--- config.mk ---
export PLATFORM = sky130hd
export DESIGN_NAME = cfu_mac_multi_acc
export DESIGN_NICKNAME = d
export VERILOG_FILES = /design/src/rtl/cfu_mac_multi_acc.sv
export SDC_FILE = /design/constraint.sdc
export NUM_CORES = 1
export LEC_CHECK = 0
export BUFFER_PORTS_ARGS = -buffer_cell sky130_fd_sc_hd__buf_2
export CAP_MARGIN = 20
export CORE_MARGIN = 5
export CORE_UTILIZATION = 35
export DETAILED_ROUTE_END_ITERATION = 6
export PLACE_DENSITY = 0.6
export SLEW_MARGIN = 20
export SYNTH_ARGS = -nofsm -noshare
export SYNTH_HDL_FRONTEND = slang
export SYNTH_SLANG_ARGS = --single-unit
export TNS_END_PERCENT = 1
--- constraint.sdc ---
create_clock -name clk -period 8.85 [get_ports clk]
set_clock_uncertainty 0.2 [all_clocks]
set_input_delay 0.885 -clock clk [delete_from_list [all_inputs] [get_ports clk]]
set_output_delay 0.885 -clock clk [all_outputs]
set_load 0.05 [all_outputs]
--- src/rtl/cfu_mac_multi_acc.sv ---
// Custom-function unit: int8 4-lane dot-product MAC into NUM_ACC selectable 32-bit accumulators,
// with input offset, bias load, read, clear and read-clear ops over a valid/ready command/response pair.
module cfu_mac_multi_acc #(
  parameter int NUM_ACC   = 4,
  parameter int PIPELINED = 1
) (
  input  logic        clk,
  input  logic        reset,
  input  logic        cmd_valid,
  output logic        cmd_ready,
  input  logic [9:0]  cmd_payload_function_id,
  input  logic [31:0] cmd_payload_inputs_0,
  input  logic [31:0] cmd_payload_inputs_1,
  output logic        rsp_valid,
  input  logic        rsp_ready,
  output logic [31:0] rsp_payload_outputs_0
);

  localparam int DATA_W = 32;
  localparam int COEF_W = 8;
  localparam int OFF_W  = 9;
  localparam int IDX_W  = (NUM_ACC > 1) ? $clog2(NUM_ACC) : 1;

  localparam logic [2:0] OP_MAC        = 3'd0;
  localparam logic [2:0] OP_SET_OFFSET = 3'd1;
  localparam logic [2:0] OP_LOAD       = 3'd2;
  localparam logic [2:0] OP_READ       = 3'd3;
  localparam logic [2:0] OP_CLEAR_ALL  = 3'd4;
  localparam logic [2:0] OP_READ_CLEAR = 3'd5;

  // Sum of the four (activation + offset) * weight lane products; every lane fits 17 bits.
  function automatic logic signed [DATA_W-1:0] dot4(
    input logic [DATA_W-1:0]       act,
    input logic [DATA_W-1:0]       wgt,
    input logic signed [OFF_W-1:0] off
  );
    logic signed [DATA_W-1:0] sum;
    logic signed [DATA_W-1:0] xa;
    logic signed [DATA_W-1:0] xw;
    logic signed [DATA_W-1:0] xo;
    sum = '0;
    xo  = {{(DATA_W-OFF_W){off[OFF_W-1]}}, off};
    for (int i = 0; i < 4; i++) begin
      xa  = {{(DATA_W-COEF_W){act[COEF_W*i+COEF_W-1]}}, act[COEF_W*i +: COEF_W]};
      xw  = {{(DATA_W-COEF_W){wgt[COEF_W*i+COEF_W-1]}}, wgt[COEF_W*i +: COEF_W]};
      sum = sum + (xa + xo) * xw;
    end
    return sum;
  endfunction

  function automatic logic [DATA_W-1:0] sext_off(input logic signed [OFF_W-1:0] off);
    return {{(DATA_W-OFF_W){off[OFF_W-1]}}, off};
  endfunction

  logic                     accept;
  logic                     busy;
  logic signed [OFF_W-1:0]  offset;
  logic signed [DATA_W-1:0] acc [NUM_ACC];

  // Stage 0: decode the command as presented.
  logic [2:0]               op_p0;
  logic [6:0]               sel_p0;
  logic [IDX_W-1:0]         idx_p0;
  logic signed [DATA_W-1:0] lane_p0;
  logic                     unused_sel;

  assign op_p0      = cmd_payload_function_id[2:0];
  assign sel_p0     = cmd_payload_function_id[9:3];
  assign idx_p0     = (NUM_ACC == 1) ? '0 : IDX_W'(sel_p0);
  assign unused_sel = ^sel_p0;
  assign lane_p0    = dot4(cmd_payload_inputs_0, cmd_payload_inputs_1, offset);

  assign cmd_ready = !reset && !busy && !rsp_valid;
  assign accept    = cmd_valid && cmd_ready;

  logic                     exec_vld;
  logic [2:0]               exec_op;
  logic [IDX_W-1:0]         exec_idx;
  logic [DATA_W-1:0]        exec_in0;
  logic signed [DATA_W-1:0] exec_lane;

  generate
    if (PIPELINED != 0) begin : g_pipe
      // Stage 1: products captured at acceptance with the offset in effect then.
      logic                     vld_p1;
      logic [2:0]               op_p1;
      logic [IDX_W-1:0]         idx_p1;
      logic [DATA_W-1:0]        in0_p1;
      logic signed [DATA_W-1:0] lane_p1;

      always_ff @(posedge clk) begin
        if (reset) vld_p1 <= 1'b0;
        else       vld_p1 <= accept;
      end

      always_ff @(posedge clk) begin
        if (accept) begin
          op_p1   <= op_p0;
          idx_p1  <= idx_p0;
          in0_p1  <= cmd_payload_inputs_0;
          lane_p1 <= lane_p0;
        end
      end

      assign busy      = vld_p1;
      assign exec_vld  = vld_p1;
      assign exec_op   = op_p1;
      assign exec_idx  = idx_p1;
      assign exec_in0  = in0_p1;
      assign exec_lane = lane_p1;
    end else begin : g_flat
      assign busy      = 1'b0;
      assign exec_vld  = accept;
      assign exec_op   = op_p0;
      assign exec_idx  = idx_p0;
      assign exec_in0  = cmd_payload_inputs_0;
      assign exec_lane = lane_p0;
    end
  endgenerate

  // Stage 2: state update and response register; payload holds until the handshake.
  always_ff @(posedge clk) begin
    if (reset) begin
      rsp_valid             <= 1'b0;
      rsp_payload_outputs_0 <= '0;
      offset                <= '0;
      for (int i = 0; i < NUM_ACC; i++) acc[i] <= '0;
    end else if (exec_vld) begin
      rsp_valid <= 1'b1;
      case (exec_op)
        OP_MAC: begin
          acc[exec_idx]         <= acc[exec_idx] + exec_lane;
          rsp_payload_outputs_0 <= acc[exec_idx] + exec_lane;
        end
        OP_SET_OFFSET: begin
          offset                <= exec_in0[OFF_W-1:0];
          rsp_payload_outputs_0 <= sext_off(exec_in0[OFF_W-1:0]);
        end
        OP_LOAD: begin
          acc[exec_idx]         <= exec_in0;
          rsp_payload_outputs_0 <= exec_in0;
        end
        OP_READ: begin
          rsp_payload_outputs_0 <= acc[exec_idx];
        end
        OP_CLEAR_ALL: begin
          for (int i = 0; i < NUM_ACC; i++) acc[i] <= '0;
          rsp_payload_outputs_0 <= '0;
        end
        OP_READ_CLEAR: begin
          acc[exec_idx]         <= '0;
          rsp_payload_outputs_0 <= acc[exec_idx];
        end
        default: begin
          rsp_payload_outputs_0 <= '0;
        end
      endcase
    end else if (rsp_valid && rsp_ready) begin
      rsp_valid <= 1'b0;
    end
  end

endmodule

==> results.toml <==
[status]
status = "completed"

[sta]
finalCritPeriodShare_pct = 96.7
worstMarginPinSlew_ns = 1.02
finalHoldViolCount = 0
setup_viol = 0
max_slew_margin_pct = 31.8
max_freq_mhz = 117
setup_ws_ns = 0.288
min_period_ns = 8.56
slew_viol_final = 0

[setup_path]
path_buf_inv = 10
slowest_delay_ns = 0.52
cp_data_arrival_time_ns = 8.63
cp_top_family = "adder cells"
r2r-end = "exec_lane[19]"
crit_top_cell = "fa_1"
critPathLaunchType = "primary input"
crit_fanout = 6
rr_worst_depth = 34
cp.required_ns = 8.91
end_kind = "flip-flop"
cpMaxStageDelayCell = "fa_1"
rrSetupSlack_ns = 0.30
r2r-start = "offset[1]"
critPathKind = "in2reg"

[synth]
syn_nets = 3213
yosys-top-cells-count = "444 x inv_1, 384 x fa_1, 212 x nand2_1"
synth_warnings = 0
synth_area_leaders = "fa_1 29%, edfxtp_1 21%, ha_1 8.6%"
yosysSeqAreaShare_pct = 24.7
mappedNetlistArea_sq_um = 26200
syn-instance-count = 2571
synthMostInstantiatedCell = "inv_1"
synth-edff-count = 186
synth-seq-cells = 231
yosys.area.top_type = "fa_1"
ys_types = 74
synth_top_area_share_pct = 29.3
synth.avg_cell_area_sq_um = 10.2
synthFlopType = "edfxtp_1"
async_flop_share_pct = 0

[routing]
viasPerCell = 5.10
drtAntennaViolNets = 0
vias = 19402
drc = 0
dr.pass1.iters = 5
routed_wl_mm = 75.9
wl_per_cell_um = 20.0
drt_iter0_drc = 1427

[global_routing]
first_global_vias = 20558
antenna_found_initial = 3
track_usage_pct = 18.7
grt_max_degree = 61
grt-ovfl-total = 0
grt_pass1_wl_mm = 119

[clock_network]
htree_levels = 1
tritoncts = "built"
cts-buffers-inserted = 23
root_buffer = "clkbuf_16"
clock_latency_ns = 0.52
cts_max_path_buffers = 3
path_clk_slew_ns = 0.06
cts_sinks = 231
hold_buffers = 0

[placed_design]
dp_worst_setup_slack_ns = -0.735
place.gp.congestion = 0.895
port_buffers = 106
dp_hpwl_mm = 61.3

[floorplanning]
initial_core_util_pct = 35.3
dieArea_sq_um = 80500
rows = 100
core_area_sq_um = 74300
dieHeight_um = 284
ioPinCount = 112
die_w_um = 284

[job]
cap_violations = 0

[finish]
area_delta_synth_final_pct = 16.6
drive_gt1_share_pct = 17.9
fin_nets = 3457

[worst_hold_path]
hold_end = "rsp_payload_outputs_0[5]"
hold_path_class = "reg2reg"
hold_start = "rsp_payload_outputs_0[5]"
min_path_cells = 2
==> metal layers <==
layer / up-vias / routed length, um / GRT usage [%]
met5: - / 7 / 0
met4: 2 / 2530 / 5.32
met3: 110 / 3540 / 1.55
met2: 554 / 38900 / 33.9
met1: 9764 / 30900 / 24.1
li1: 8972 / - / -
==> metrics by stage <==
step                util [%]  setup TNS [ns]  instance area (sq um)  std cells  hold WS [ns]
floorplan                  -               0                  26200       2571         0.290
global placement        39.1           -4.59                  29100       3742         0.232
detailed placement      39.1           -5.39                  29100       3742         0.239
CTS                     40.3               0                  29900       3783         0.255
global route            41.1         -0.0874                  30600       3800         0.298
finish                  41.1               0                  30600       3801         0.250
==> timing repair <==
| action | in CTS | in global routing |
|---|---|---|
| setup endpoints to repair | 8 | 10 |
| pin swaps | 5 | 74 |
| gates resized for setup | 10 | 136 |
| cloned | 0 | 1 |
| setup buffers | 0 | 17 |
==> how the worst max path moves through the flow <==
stage	from	end	slack, ns	cells past startpoint
floorplan	cmd_payload_inputs_0[0]	exec_lane[30]	0.09	29
global placement	cmd_payload_inputs_0[0]	exec_lane[30]	-0.66	31
detailed placement	cmd_payload_inputs_0[0]	exec_lane[30]	-0.74	31
CTS	offset[1]	exec_lane[30]	0.002	31
global route	offset[0]	exec_lane[30]	-0.04	31
finish	cmd_payload_inputs_0[24]	exec_lane[19]	0.29	35
==> tightest hold or removal path, cell delays in order (launching register included) <==
cell and delay (ns):
dfxtp_1 0.32, nand2_1 0.04, o21ai_0 0.05
==> registers in the layout, summed over array words and instances, names as in the netlist, named ones only <==
| signal | flops |
|---|---|
| rsp_valid | 1 |
| rsp_payload_outputs_0 | 32 |
| offset | 9 |
| exec_op | 3 |
| acc | 128 |
| exec_idx | 2 |
| busy | 1 |
| exec_lane | 21 |
| exec_in0 | 32 |
==> kinds of logic after synthesis <==
| logic type | count (synthesis) | share of synthesized area [%] |
|---|---|---|
| muxes | 42 | 3.14 |
| AOI/OAI and AO/OA | 357 | 9.14 |
| xor gates and xnor gates | 86 | 2.87 |
| and+or+nand+nor | 751 | 14.4 |
| DFF | 231 | 24.7 |
| buffers and inverters | 540 | 7.77 |
| adders and majority gates | 564 | 37.9 |
==> final cells by class <==
| class | count | area [sq um] |
|---|---|---|
| clock buffers | 25 | 583 |
| diodes | 1 | 2.50 |
| fillers | 7371 | 43800 |
| multi-input cells | 1800 | 18200 |
| repair buffers | 314 | 2170 |
| inverters | 445 | 1670 |
| clock inverters | 16 | 234 |
| well taps | 969 | 1210 |
| flip-flops and latches | 231 | 6490 |
==> cell usage in the layout, fill, tap and decap left out, drive strengths merged, types with 34 or more instances in the layout <==
master,n
and2,174
o21ai,69
nor2,164
xnor2,52
buf,311
edfxtp,186
ha,180
nand2,212
dfxtp,45
fa,384
inv,444
a21oi,88
nand3,38
xor2,34
Power is not shown: default switching activity piles up to over one toggle a cycle in this logic, so the estimate is an artifact.
